--- config.mk ---
export PLATFORM = sky130hd
export DESIGN_NAME = rr_arbiter_4_v_flat
export DESIGN_NICKNAME = d
export VERILOG_FILES = /design/src/rtl/rr_arbiter_4_v_pkg.sv /design/src/rtl/rr_arbiter_4_v_if.sv /design/src/rtl/rr_arbiter_4_v_pick.sv /design/src/rtl/rr_arbiter_4_v.sv /design/src/flat_wrapper.sv
export SDC_FILE = /design/constraint.sdc
export NUM_CORES = 1
export LEC_CHECK = 0
export CAP_MARGIN = 20
export CORE_UTILIZATION = 50
export DETAILED_ROUTE_END_ITERATION = 8
export PLACE_DENSITY = 0.76
export REMOVE_ABC_BUFFERS = 1
export SYNTH_ARGS = -nofsm -noshare
export SYNTH_HDL_FRONTEND = slang
export SYNTH_SLANG_ARGS = --single-unit
--- constraint.sdc ---
create_clock -name i_clk -period 2.4 [get_ports i_clk]
set_input_delay 0.48 -clock i_clk [delete_from_list [all_inputs] [get_ports i_clk]]
set_output_delay 0.48 -clock i_clk [all_outputs]
set_load 0.01 [all_outputs]
--- src/rtl/rr_arbiter_4_v_pkg.sv ---
// Shared types and constants for the 4-requester round-robin arbiter.
// Holds the FSM state encoding and the code-to-one-hot helper.
package rr_arbiter_4_v_pkg;

  localparam int N_REQ = 4;

  typedef enum logic [1:0] {
    ST_IDLE = 2'd0,
    ST_BUSY = 2'd1,
    ST_GAP  = 2'd2
  } state_e;

  function automatic logic [N_REQ-1:0] code_to_onehot(input logic [1:0] code);
    return N_REQ'(1) << code;
  endfunction

endpackage

--- src/rtl/rr_arbiter_4_v_if.sv ---
// Request/grant bundle between requesters (master) and the arbiter (slave).
interface rr_arbiter_4_v_if;
  import rr_arbiter_4_v_pkg::*;

  logic             i_en;
  logic [N_REQ-1:0] i_req;
  logic [N_REQ-1:0] o_gnt;
  logic [1:0]       o_gnt_code;
  logic             o_valid;
  logic             o_timeout;

  modport master (
    output i_en, i_req,
    input  o_gnt, o_gnt_code, o_valid, o_timeout
  );

  modport slave (
    input  i_en, i_req,
    output o_gnt, o_gnt_code, o_valid, o_timeout
  );

endinterface

--- src/rtl/rr_arbiter_4_v_pick.sv ---
// Rotating priority pick: first asserted request at or after ptr, wrapping 3->0.
// Purely combinational; the caller registers the result.
module rr_arbiter_4_v_pick
  import rr_arbiter_4_v_pkg::*;
(
  input  logic [N_REQ-1:0] req,
  input  logic [1:0]       ptr,
  output logic [1:0]       code,
  output logic             any
);

  logic [N_REQ-1:0] rot;
  logic [1:0]       pick;

  always_comb begin
    // NOTE: every output of a combinational block gets a value on every path, or a latch is inferred.
    rot  = '0;
    pick = 2'd0;
    // Rotate right by ptr so the line at the pointer lands at position 0.
    for (int i = 0; i < N_REQ; i++) begin
      rot[i] = req[2'(i) + ptr];
    end
    if      (rot[0]) pick = 2'd0;
    else if (rot[1]) pick = 2'd1;
    else if (rot[2]) pick = 2'd2;
    else if (rot[3]) pick = 2'd3;
    code = pick + ptr;
    any  = |req;
  end

endmodule

--- src/rtl/rr_arbiter_4_v.sv ---
// 4-requester round-robin arbiter with grant hold, one-cycle release gap and
// starvation timeout. All outputs are registered.
module rr_arbiter_4_v
  import rr_arbiter_4_v_pkg::*;
#(
  parameter int MAX_HOLD = 8,
  parameter int CNT_W    = 4
) (
  input  logic          i_clk,
  input  logic          i_rst_n,
  rr_arbiter_4_v_if.slave bus
);

  state_e           state_q, state_d;
  logic [1:0]       ptr_q, ptr_d;
  logic [CNT_W-1:0] cnt_q, cnt_d;
  logic [N_REQ-1:0] gnt_q, gnt_d;
  logic [1:0]       code_q, code_d;
  logic             valid_q, valid_d;
  logic             timeout_q, timeout_d;

  logic [1:0]       pick_code;
  logic             pick_any;
  logic             owner_req;

  rr_arbiter_4_v_pick u_pick (
    .req  (bus.i_req),
    .ptr  (ptr_q),
    .code (pick_code),
    .any  (pick_any)
  );

  assign owner_req = bus.i_req[code_q];

  always_comb begin
    state_d   = state_q;
    ptr_d     = ptr_q;
    cnt_d     = cnt_q;
    gnt_d     = gnt_q;
    code_d    = code_q;
    valid_d   = valid_q;
    timeout_d = 1'b0;

    case (state_q)
      // GAP is the dead cycle after a release; it arbitrates exactly like IDLE.
      ST_IDLE, ST_GAP: begin
        state_d = ST_IDLE;
        gnt_d   = '0;
        code_d  = 2'd0;
        valid_d = 1'b0;
        cnt_d   = '0;
        if (bus.i_en && pick_any) begin
          state_d = ST_BUSY;
          gnt_d   = code_to_onehot(pick_code);
          code_d  = pick_code;
          valid_d = 1'b1;
          cnt_d   = CNT_W'(1);
        end
      end

      ST_BUSY: begin
        if (!owner_req || cnt_q == CNT_W'(MAX_HOLD)) begin
          state_d   = ST_GAP;
          gnt_d     = '0;
          code_d    = 2'd0;
          valid_d   = 1'b0;
          cnt_d     = '0;
          ptr_d     = code_q + 2'd1;
          // A voluntary release in the same cycle takes precedence over the timeout flag.
          timeout_d = owner_req;
        end else begin
          cnt_d = cnt_q + CNT_W'(1);
        end
      end

      default: begin
        state_d = ST_IDLE;
        gnt_d   = '0;
        code_d  = 2'd0;
        valid_d = 1'b0;
        cnt_d   = '0;
      end
    endcase
  end

  // NOTE: sequential state uses non-blocking assignments so every flop samples pre-edge values.
  always_ff @(posedge i_clk) begin
    if (!i_rst_n) begin
      state_q   <= ST_IDLE;
      ptr_q     <= 2'd0;
      cnt_q     <= '0;
      gnt_q     <= '0;
      code_q    <= 2'd0;
      valid_q   <= 1'b0;
      timeout_q <= 1'b0;
    end else begin
      state_q   <= state_d;
      ptr_q     <= ptr_d;
      cnt_q     <= cnt_d;
      gnt_q     <= gnt_d;
      code_q    <= code_d;
      valid_q   <= valid_d;
      timeout_q <= timeout_d;
    end
  end

  assign bus.o_gnt      = gnt_q;
  assign bus.o_gnt_code = code_q;
  assign bus.o_valid    = valid_q;
  assign bus.o_timeout  = timeout_q;

endmodule

--- src/flat_wrapper.sv ---
// flat-port wrapper written by rule: the top's interface ports become plain ports
module rr_arbiter_4_v_flat import rr_arbiter_4_v_pkg::*;
#(
  parameter int MAX_HOLD = 8,
  parameter int CNT_W    = 4
)
  (i_clk, i_rst_n, bus_i_en, bus_i_req, bus_o_gnt, bus_o_gnt_code, bus_o_valid, bus_o_timeout);
  rr_arbiter_4_v_if bus_i ();
  input  logic i_clk;
  input  logic i_rst_n;
  input wire logic [$bits(bus_i.i_en)-1:0] bus_i_en;
  input wire logic [$bits(bus_i.i_req)-1:0] bus_i_req;
  output wire logic [$bits(bus_i.o_gnt)-1:0] bus_o_gnt;
  output wire logic [$bits(bus_i.o_gnt_code)-1:0] bus_o_gnt_code;
  output wire logic [$bits(bus_i.o_valid)-1:0] bus_o_valid;
  output wire logic [$bits(bus_i.o_timeout)-1:0] bus_o_timeout;
  assign bus_i.i_en = bus_i_en;
  assign bus_i.i_req = bus_i_req;
  assign bus_o_gnt = bus_i.o_gnt;
  assign bus_o_gnt_code = bus_i.o_gnt_code;
  assign bus_o_valid = bus_i.o_valid;
  assign bus_o_timeout = bus_i.o_timeout;
  rr_arbiter_4_v #(.MAX_HOLD(MAX_HOLD), .CNT_W(CNT_W)) u_core (.i_clk(i_clk), .i_rst_n(i_rst_n), .bus(bus_i));
endmodule
==> qor.yml <==
outcome: "finished clean"
synth_common_cells: "dfxtp_1 (15), nand3_1 (12), nand2_1 (10)"
cts.sinks: 15
max_slew_margin_pct: 70.5
finalCritPeriodShare_pct: 95.6
placement.io_buffers: 14
postSynthCellCount: 102
regArea_um2: 300
peakVddDrop_v: 0.000290
grt_pass1_vias: 785
ff2ff_path_depth: 8
fin_area_um2: 1160
skew_ns: 0.00223
start_kind: "input port"
wire_per_inst_um: 13.7
maxSlewViolCount: 0
num-fill-cells: 114
holdBufCountCts: 0
synth.top_cell.area_share_pct: 34.0
firstDrtPassIters: 6
powerDensity_nw_per_um2: 478
critical-path-max-stage-delay_ns: 0.47
root_buffer: "clkbuf_4"
hold_ws_ns: 0.483
ys_seq_area_share_pct: 34.0
synth_edf_count: 0
syn2layout_area_growth_pct: 31.3
multi_input_area_um2: 564
synth-simple-area-share_pct: 31.7
rsz0062_at_grt: "false"
synth_area_leader_cell: "dfxtp_1"
nets: 139
worstPathMaxFanout: 3
worstPathRequired_ns: 2.59
power.total_uw: 554
crit_type: "input port to flop"
route.vias.total: 834
chipHeight_um: 44.0
timing.rr.start: "u_core.ptr_q[0]"
synth_seq_cells: 15
coreArea_um2: 1580
diodes: 0
ys.flop_type: "dfxtp_1"
initial_core_util_pct: 56.0
hp-class: "flop to flop"
cts_max_path_buffers: 2
instances_no_fill: 144
worst_r2r_endpoint: "u_core.bus.o_gnt_code[1]"
hp-start: "u_core.bus.o_gnt[0]"
fp-row-count: 14
routed_via_density: 5.79
worstHoldPathCells: 2
cts_tree: "yes"
finalSetupViolations: 0
numCtsBuffers: 3
drcViolationCount: 0
clk_pin_slew_ns: 0.09
yosys_warnings: 0
dpl.cell_count: 140
grt_max_degree: 12
die_width_um: 44.0
r2r_slack_ns: 0.28
synth.most_common_cell: "dfxtp_1"
fmax_mhz: 436
muxShareOfSynthArea_pct: 2.55
pin_count: 15
critPathArrivalTime_ns: 2.48
syn_area_um2: 883
dieArea_um2: 1940
postCtsSetupRepairBufs: 0
synth_cell_types: 37
leakage_nw: 0.502
drtIter0Drc: 18
overflow: 0
slowest_stage: "clkdlybuf4s50_1"
dp_hpwl_mm: 1.45
crit_path_cell_trace: "clkdlybuf4s50_1 -> nor2_1 -> a221oi_2 -> a31oi_1 -> a211o_1 -> ha_2 -> xnor2_2 -> nand3_1 -> a32o_1"
grt_usage_pct: 22.9
gp_congestion: 0.823
synth.avg_cell_area_um2: 8.66
placed_cell_area_um2: 1100
synthXorXnorAreaFrac_pct: 4.96
pre_cts_ws_ns: -0.262
antenna_left: 0
drt_wl_total_mm: 1.97
tightest_slew_ns: 0.442
antenna_found_initial: 0
worst_slack_ns: 0.107
fin_util_pct: 73.6
hold_viol: 0
async_flop_share_pct: 0
period_minus_slack_ns: 2.29
final.setup.tns_ns: 0
htree_levels: 1
grt_pass1_wl_mm: 3.23
synth_top_family_by_area: "simple AND/OR/NAND/NOR gates"
worstSetupEndpointType: "flop"
cap_violations: 0
synth_compound_area_share_pct: 16.9
clkLatencyLatePin_ns: 0.28
hold-path-endpoint: "u_core.bus.o_gnt[0]"
yosys-top-cells-area: "dfxtp_1 (34%), nand3_1 (6.8%), ha_1 (4.2%)"
synth_fa_ha_area_share_pct: 4.25
drive_gt1_share_pct: 22.7
## cell families after synthesis
group / after synthesis
AND/OR/NAND/NOR: 52
AO/OA/AOI/OAI: 19
flip-flops: 15
buffers and inverters: 7
XOR/XNOR: 5
adder cells (fa/ha/maj): 3
multiplexers: 1
## sequential cells by signal, indices dropped and copies added, names as in the netlist
name	flops
u_core.state_q	1
u_core.bus.o_gnt_code	2
u_core.ptr_q	2
u_core.bus.o_gnt	4
u_core.bus.o_timeout	1
u_core.cnt_q	4
u_core.bus.o_valid	1
## area by class of cell
class                      instances  share of cell area [%]
clock buffer                       3                    1.94
clock inverter                     1                   0.432
inverter                           2                   0.647
multi-input combinational         80                    48.7
sequential                        15                    25.9
tap                               16                    1.73
timing repair buffer              27                    20.7
## power breakdown
group | switching (mW) | leakage, nW | internal [mW]
logic | 0.0616 | 0.362 | 0.0760
registers | 0.0128 | 0.122 | 0.261
clock network | 0.0809 | 0.0177 | 0.0620
## placed cells by master (no fill, tap or decap), types with 2 or more instances in the layout
| cell type | n |
|---|---|
| a211o_1 | 2 |
| a32o_1 | 2 |
| and2_1 | 4 |
| and3_1 | 2 |
| buf_4 | 13 |
| clkbuf_4 | 3 |
| clkdlybuf4s50_1 | 13 |
| dfxtp_1 | 15 |
| ha_1 | 2 |
| inv_1 | 2 |
| nand2_1 | 10 |
| nand3_1 | 12 |
| nand3b_1 | 2 |
| nor2_1 | 8 |
| nor2b_1 | 3 |
| nor3_2 | 2 |
| o21ai_0 | 5 |
| xor2_1 | 3 |
## critical path, delay by kind of cell
family / cells / cell delay, ns
compound gates: 4 / 0.91
xor+xnor: 1 / 0.25
fa+ha+maj: 1 / 0.20
buf+inv: 1 / 0.47
simple gates: 2 / 0.17
## what timing repair did
item	in CTS	in global routing
setup endpoints to repair	0	5
resized for setup	0	7
endpoints found under the hold margin	0	0
## routing by layer
metal / up-vias / wire length, µm / track usage, %
li1: 426 / - / -
met1: 381 / 922 / 27.3
met2: 22 / 922 / 36.2
met3: 5 / 96 / 7.76
met4: 0 / 33 / 12.1
met5: - / 0 / 0
## worst max path at each step
stage | start | endpoint | slack [ns] | depth (start not counted)
finish | bus_i_req[0] | u_core.bus.o_gnt_code[1] | 0.11 | 9
global route | bus_i_req[0] | u_core.bus.o_gnt_code[1] | 0.02 | 9
CTS | bus_i_req[1] | u_core.bus.o_gnt_code[1] | 0.03 | 9
detailed placement | bus_i_req[1] | u_core.bus.o_gnt_code[1] | -0.26 | 9
global placement | bus_i_req[1] | u_core.bus.o_gnt_code[1] | -0.14 | 9
floorplan | u_core.ptr_q[0] | u_core.bus.o_gnt_code[1] | 0.41 | 8
(Power assumes the default switching activity.)
